===== config.mk =====
export PLATFORM = sky130hd
export DESIGN_NAME = fir_sequencer
export DESIGN_NICKNAME = d
export VERILOG_FILES = /design/src/rtl/fir_sequencer.sv
export SDC_FILE = /design/constraint.sdc
export NUM_CORES = 2
export LEC_CHECK = 0
export BUFFER_PORTS_ARGS = -buffer_cell sky130_fd_sc_hd__buf_2
export CAP_MARGIN = 20
export CORE_MARGIN = 2
export CORE_UTILIZATION = 57
export DETAILED_ROUTE_END_ITERATION = 16
export PLACE_DENSITY_LB_ADDON = 0.1
export SYNTH_ARGS = -nofsm -noshare
export SYNTH_HDL_FRONTEND = slang
export SYNTH_SLANG_ARGS = --single-unit
export TNS_END_PERCENT = 10

===== constraint.sdc =====
create_clock -name clk -period 3 [get_ports clk]
set_clock_uncertainty 0.15 [all_clocks]
set_input_delay 0.6 -clock clk [delete_from_list [all_inputs] [get_ports clk]]
set_output_delay 0.6 -clock clk [all_outputs]
set_load 0.005 [all_outputs]

===== src/rtl/fir_sequencer.sv =====
// fir_sequencer: sample delay line plus MAC/ROM sequencing for one FIR output per input sample.
// Every accepted sample is followed by this fixed sequence:
//   CLEAR -> PRIME -> RUN (TAPS cycles) -> FLUSH -> READ -> DONE -> IDLE
module fir_sequencer #(
  parameter int unsigned WIDTH  = 24,
  parameter int unsigned TAPS   = 64,
  parameter int unsigned ADDR_W = 6
) (
  input  logic                     clk,
  input  logic                     reset,
  input  logic signed [WIDTH-1:0]  sample_in,
  input  logic                     sample_strobe,
  output logic [ADDR_W-1:0]        coeff_addr,
  input  logic signed [WIDTH-1:0]  coeff_data,
  output logic                     mac_clear,
  output logic                     mac_wren,
  output logic                     mac_rden,
  output logic signed [WIDTH-1:0]  mac_m1,
  output logic signed [WIDTH-1:0]  mac_m2,
  output logic                     busy,
  output logic                     out_strobe,
  output logic                     overrun
);

  typedef enum logic [2:0] {
    S_IDLE  = 3'd0,
    S_CLEAR = 3'd1,
    S_PRIME = 3'd2,
    S_RUN   = 3'd3,
    S_FLUSH = 3'd4,
    S_READ  = 3'd5,
    S_DONE  = 3'd6
  } state_e;

  localparam logic [ADDR_W-1:0] LAST_IDX = ADDR_W'(TAPS - 1);

  state_e                   state_q, state_d;
  logic [ADDR_W-1:0]        wr_ptr_q;
  logic [ADDR_W-1:0]        rd_ptr_q;
  logic [ADDR_W-1:0]        tap_q;
  logic signed [WIDTH-1:0]  rd_data_q;
  logic signed [WIDTH-1:0]  mem_q [TAPS];
  logic                     accept;

  // A sample is taken only when the sequencer is idle; anything else is an overrun.
  assign accept = (state_q == S_IDLE) && sample_strobe;

  // State register.
  always_ff @(posedge clk or negedge reset) begin
    if (!reset) begin
      state_q <= S_IDLE;
    end else begin
      state_q <= state_d;
    end
  end

  // Next-state logic: fixed-length sequence, RUN length set by the tap counter.
  always_comb begin
    state_d = state_q;
    case (state_q)
      S_IDLE:  if (sample_strobe) state_d = S_CLEAR;
      S_CLEAR: state_d = S_PRIME;
      S_PRIME: state_d = S_RUN;
      S_RUN:   if (tap_q == LAST_IDX) state_d = S_FLUSH;
      S_FLUSH: state_d = S_READ;
      S_READ:  state_d = S_DONE;
      S_DONE:  state_d = S_IDLE;
      default: state_d = S_IDLE;
    endcase
  end

  // Delay line, read pointer walking backwards in time, tap counter and write pointer.
  always_ff @(posedge clk or negedge reset) begin
    if (!reset) begin
      wr_ptr_q  <= '0;
      rd_ptr_q  <= '0;
      tap_q     <= '0;
      rd_data_q <= '0;
      for (int unsigned i = 0; i < TAPS; i++) begin
        mem_q[i] <= '0;
      end
    end else begin
      if (accept) begin
        mem_q[wr_ptr_q] <= sample_in;
        rd_ptr_q        <= wr_ptr_q;
      end
      // Read one tap ahead so the registered sample lines up with the ROM's one-cycle latency.
      if ((state_q == S_PRIME) || (state_q == S_RUN)) begin
        rd_data_q <= mem_q[rd_ptr_q];
        rd_ptr_q  <= (rd_ptr_q == '0) ? LAST_IDX : rd_ptr_q - ADDR_W'(1);
      end
      if (state_q == S_RUN) begin
        tap_q <= (tap_q == LAST_IDX) ? '0 : tap_q + ADDR_W'(1);
      end
      if (state_q == S_DONE) begin
        wr_ptr_q <= (wr_ptr_q == LAST_IDX) ? '0 : wr_ptr_q + ADDR_W'(1);
      end
    end
  end

  // Output decode from the registered state; operands are forced to zero outside RUN.
  always_comb begin
    coeff_addr = '0;
    mac_clear  = 1'b0;
    mac_wren   = 1'b0;
    mac_rden   = 1'b0;
    mac_m1     = '0;
    mac_m2     = '0;
    out_strobe = 1'b0;
    busy       = (state_q != S_IDLE);
    overrun    = sample_strobe && (state_q != S_IDLE);
    case (state_q)
      S_CLEAR: mac_clear = 1'b1;
      S_PRIME: coeff_addr = '0;
      S_RUN: begin
        mac_wren   = 1'b1;
        mac_m1     = rd_data_q;
        mac_m2     = coeff_data;
        coeff_addr = (tap_q == LAST_IDX) ? '0 : tap_q + ADDR_W'(1);
      end
      S_FLUSH: mac_wren = 1'b1;
      S_READ:  mac_rden = 1'b1;
      S_DONE:  out_strobe = 1'b1;
      default: ;
    endcase
  end

endmodule


* Word level (Yosys, flattened, before mapping)
Index checks and enable logic that the tools add are counted.
** Word-level totals
- Register bits :: 1581
- Word-level logic and storage cells :: 118
- Bits of input ports :: 51
** Operators by class
- Reductions and logical operators :: 10
- Equality and inequality tests :: 10
- Add/sub/neg operators :: 3
- Order comparisons :: 3
- Muxes and demuxes :: 21
- Bitwise operators :: 2
** Operator list (number)
- $bwmux 1536 :: 1
- $bmux 24 s6 :: 1
- $demux 24 s6 :: 1
- $mux 24 :: 5
- $mux 6 :: 6
- $pmux 3 s6 :: 1
- $ge 7x7->1 const B :: 2
- $not 6->7 :: 2
- $add 6x1->6 const B :: 2
- $eq 6x6->1 const B :: 2
- $eq 3x3->1 const B :: 3
- $lt 7x1->1 const B :: 1
- $eq 3x2->1 const B :: 2
- $logic_not 6->1 :: 1
- $mux 3 :: 2
- $sub 6x1->6 const B :: 1
- $mux 1 :: 4
- $eq 3x1->1 const B :: 1
- $logic_and 1x1->1 :: 3
- $logic_not 3->1 :: 1
- $reduce_bool 3->1 :: 1
- $ne 2x1->1 const B :: 1
- $ne 2x2->1 const B :: 1
- $reduce_and 2->1 :: 1
- 3 further kinds :: 3

* Logic depth before layout (Yosys ltp)
- Depth after elaboration :: 6
- Depth in mapped cells :: 13
- Gate-level depth less buffers :: 6

* Least setup slack after synthesis
No wires, ideal clock.
- Path type :: register -> register
- From :: register rd_ptr_q[0]
- To :: register rd_ptr_q[2]
- Path buffers :: 7
- Stages on the path, launching flop included :: 13
- Arrival time :: 2.541 ns
- Required time :: 2.727 ns
- Path slack :: 0.186 ns
- Setup time :: 0.123 ns
- Period minus slack after synthesis :: 2.814 ns
- Cells stage by stage :: dfrtp_1 -> buf_2 -> buf_4 -> buf_2 -> buf_4 -> buf_4 -> inv_1 -> buf_2 -> buf_1 -> ha_1 -> a31oi_1 -> a21oi_1 -> o221a_2
** Between the ends
- Word-level cells in the longest chain between the ends :: 3
- Elaborated cells between the ends (all ways) :: 4
- Those cells by class :: add/sub: 1; mux: 2; reduce/logical: 1
** RTL lines
- start: declaration :: line 39 : logic [ADDR_W-1:0] rd_ptr_q;
- start signal: assignment :: line 85 : rd_ptr_q <= wr_ptr_q;
- start signal: assignment :: line 90 : rd_ptr_q <= (rd_ptr_q == '0) ? LAST_IDX : rd_ptr_q - ADDR_W'(1);
- $sub 6x1->6 or $logic_not 6->1 (tied branches) :: line 90
- $mux 6 * :: line 90
- $mux 6 * :: line 88 : if ((state_q == S_PRIME) || (state_q == S_RUN)) begin
Mark *: on every way between the ends. The rest lies on a longest branch, timed or not.
A chain may end at the register's enable or synchronous reset.

* Worst setup path after layout
- From :: register state_q[2]
- To :: output mac_m1[14]
** Between the ends
- Word-level cells in the longest chain between the ends :: 2
** RTL lines
- start: declaration :: line 37 : state_e state_q, state_d;
- start signal: assignment :: line 53 : state_q <= state_d;
- $eq 3x2->1 :: line 112 : case (state_q)
- $mux 24 :: line 112
- end: declaration :: line 18 : output logic signed [WIDTH-1:0] mac_m1,
Every way passes these cells.

==> run summary <==
## Outcome
* finished, violations left — run status
* setup timing — violations in the final reports

## Yosys
* 4788 — cells after synthesis
* dfrtp_1 — cell taking the most area after synthesis
* 54.7% — share of the synthesized area in the top cell type
* 72300 um2 — cell area after synthesis
* 0 — number of enable flip-flop cells after synthesis
* 4843 — Net Count, Synth
* 59 — count of cell types in the netlist
* 1581 — flop and latch count out of synthesis
* dfrtp_1 55%, mux2_2 25%, mux4_2 10%, clkbuf_1 1.4%, mux2i_1 1.3% — biggest area contributors in the synthesized netlist
* 15.1 um2 — Syn Area/Cell
* dfrtp_1 — top_reg_cell synth
* 0 — warning count from the yosys run
* 54.7% — fraction of the yosys area taken by sequential cells
* 100% — asr flop ratio synth

## Critical path
* dfrtp_1 — Slowest-stage cell, CP
* rd_ptr_q[0] — reg-to-reg critical path startpoint
* 6 — number of stages on the worst setup path
* 7 — worst reg2reg path depth
* mac_m1[14] — end point of the critical path
* register to output pin — Setup Crit Path Kind
* buffers and inverters — cell class contributing the biggest share of worst-path delay
* output pin — Worst setup EP type
* rd_data_q[19] — Reg2Reg Capture Point
* 25 — worst-path maximum fanout
* 400 ps — stage delay of the slowest cell on the critical path
* 4 — worst path buffer plus inverter count
* state_q[2] — first element of the critical path
* buf_6, and3b_4, buf_12, buf_12, and2_4, buf_6 — chain of cells forming the critical path
* 10 ps — Worst R2R Setup Slack
* register — critical path startpoint category
* 2250 ps — required time of the critical path
* 2270 ps — arrival time of the worst setup path

## Global route
* 31.1% — global-route total usage across every layer
* 0 — total congestion overflow
* 9 — antenna violations before repair
* 300000 um — wire length of the first global-routing pass
* 115 — largest net degree at the start of global routing
* 45.4k — vias in the first global route

## Layout
* 1620 x mux2_2, 1577 x dfrtp_1, 329 x mux4_2, 223 x buf_4, 165 x clkbuf_16 — leading cell types in the layout, fill and taps excluded
* 15.1% — layout overhead on the synthesized area
* 83200 um2 — final standard cell area without fillers
* 54.4% — fraction of layout cells with a size suffix above 1
* mux2_2 — leading cell type in the layout, fill and taps excluded
* 5014 — post-layout net count

## Routing
* 6.42 — via count normalized by instance count
* 0 — Detail Route Antenna Nets
* 29.3 um — average detailed-routed wire length per instance
* 3687 — number of DRC markers in iteration 0
* 43.3k — via count
* 0 — DRC violation count after routing
* 6 — router iterations before antenna repair
* 198000 um — WL final

## Pwr
* 10.5 mW — net load switching power
* 532 nW/um2 — power density of the placed cells
* 23.7% — net switching share of the total power
* 46.3% — clock network fraction of total power
* 44.3 mW — power after layout
* 5.0% — part of the total power dissipated in combinational logic
* 48.7% — Sequential Power Share
* 0.000619 V — worst ir drop on vdd
* 33.8 mW — Int Pwr
* 40.7 nW — leakage

## Clocking
* 60 ps — clock-pin slew on the worst setup and hold paths
* 1581 — number of sinks driven by the clock tree
* 4 — number of H-tree levels
* yes — CTS tree
* 810 ps — clock latency at the later pin of the worst-skew pair
* clkbuf_16 — clock root cell
* 3 — CTS Buffer Depth
* 165 — TritonCTS Buffers

## STA
* -15.2 ps — PnR worst setup slack
* 0.332 GHz — max frequency
* yes — unrepaired setup endpoints after global routing
* 0 — Max Transition Viols Final
* 3020 ps — final critical-path required period
* 1170 ps — Least-Margin Pin Slew
* 0 — total count of hold-check failures in the final report
* 1 — Setup-failing EPs final
* 21.8% — Max-slew headroom
* 101% — fraction of the cycle the final worst path needs

## Floorplanning
* 111 — boundary pin count
* 130 — FP Rows
* 57.5% — initial core utilization
* 126000 um2 — standard cell core area
* 360 um — DIE WIDTH
* 360 um — chip height
* 130000 um2 — area enclosed by the die boundary

## Placement
* 0.878 — routability-driven placement congestion ratio
* 126000 um — placed wire-length estimate after detailed placement
* 110 — Port Buffers
* -80.6 ps — setup slack after placement
* 77600 um2 — post-place instance area

## Min path
* input pin to register — path class of the lowest-slack min-delay path

## Run
* 0 — max cap viols

-- worst min path at each step --
| stage | start | to | slack [ps] | cells after the start |
|---|---|---|---|---|
| 6_report | sample_strobe | state_q[0] | 80 | 4 |
| 5_1_grt | sample_strobe | state_q[0] | 100 | 4 |
| 4_1_cts | sample_strobe | state_q[0] | 20 | 4 |
| 3_5_place_dp | mem_q[737] | mem_q[737] | 320 | 1 |
| 3_3_place_gp | mem_q[224] | mem_q[224] | 310 | 1 |
| 2_1_floorplan | reset | mem_q[0] | 150 | 0 |
-- per-layer routing --
| layer | vias up | track usage (%) | wire (um) |
|---|---|---|---|
| met5 | - | 0 | 41 |
| met4 | 6 | 9.30 | 5680 |
| met1 | 23800 | 45.6 | 88200 |
| met2 | 1147 | 48.8 | 93600 |
| li1 | 18000 | - | - |
| met3 | 332 | 4.34 | 10200 |
-- through the flow --
step	hold WS, ps	setup TNS (ps)	utilization, %	cells
final	77.2	-15.2	66.2	6743
after global routing	103	-1310	66.2	6740
after CTS	22.6	-288	66.1	6739
after detailed placement	321	-10260	61.7	6434
after global placement	315	-1910	61.7	6434
after floorplan	154	0	-	4788
-- power groups by stage --
stage	sequential (mW)	clock (mW)	combinational [mW]
floorplan	21.8	0	0.679
global placement	21.9	0	2.14
detailed placement	21.9	0	2.16
CTS	21.5	20.8	2.20
global route	21.5	21.6	2.37
finish	21.5	20.5	2.22
-- worst register-to-register path, delay by kind of cell (launching register included) --
kind,cells,cell delay (ps)
AO/OA/AOI/OAI,2,410
AND/OR/NAND/NOR,1,160
buffers and inverters,2,440
multiplexers,2,1160
flip-flops,1,550
-- cell families after synthesis --
| family | after synthesis | share of synthesized area [%] |
|---|---|---|
| xor gates and xnor gates | 8 | 0.0969 |
| buffers and inverters | 485 | 2.86 |
| adders and majority gates | 4 | 0.0692 |
| muxes | 2060 | 37.0 |
| and+or+nand+nor | 390 | 2.64 |
| AOI/OAI and AO/OA | 260 | 2.60 |
| DFF | 1581 | 54.7 |
-- registers in the layout, indices dropped and copies added (netlist names) --
| signal | count |
|---|---|
| mem_q | 1536 |
| rd_data_q | 24 |
| rd_ptr_q | 6 |
| state_q | 3 |
| tap_q | 6 |
| wr_ptr_q | 6 |
-- cells in the mapped netlist (13+ instances only) --
master / n
nor2_1: 94
a21oi_1: 20
and2_1: 53
o21ai_0: 33
buf_2: 155
o311ai_0: 13
mux2_2: 1620
a221oi_1: 19
mux2i_1: 93
clkbuf_1: 265
o22ai_1: 47
nor2_2: 16
nor2b_1: 17
a31oi_1: 21
nand2_1: 124
buf_1: 47
mux4_2: 329
mux2_1: 18
nor3_1: 24
o31ai_1: 14
dfrtp_1: 1581
o221ai_1: 24
-- cell type report --
cell class	instances	area, um2
inverter	5	18.8
multi-input combinational	2722	30900
timing repair buffer	484	5220
fill	8981	42500
clock buffer	258	4930
clock inverter	40	479
antenna	3	7.51
sequential	1581	39600
tap	1650	2060
-- what timing repair did --
action | 4_1_cts | 5_1_grt
hold endpoints to repair | 261 | 0
resized for setup | 20 | 16
setup buffers | 6 | 1
hold buffers | 1 | 0
endpoints found under the setup margin | 55 | 46
No activity file was read; power rests on OpenSTA's default activity.
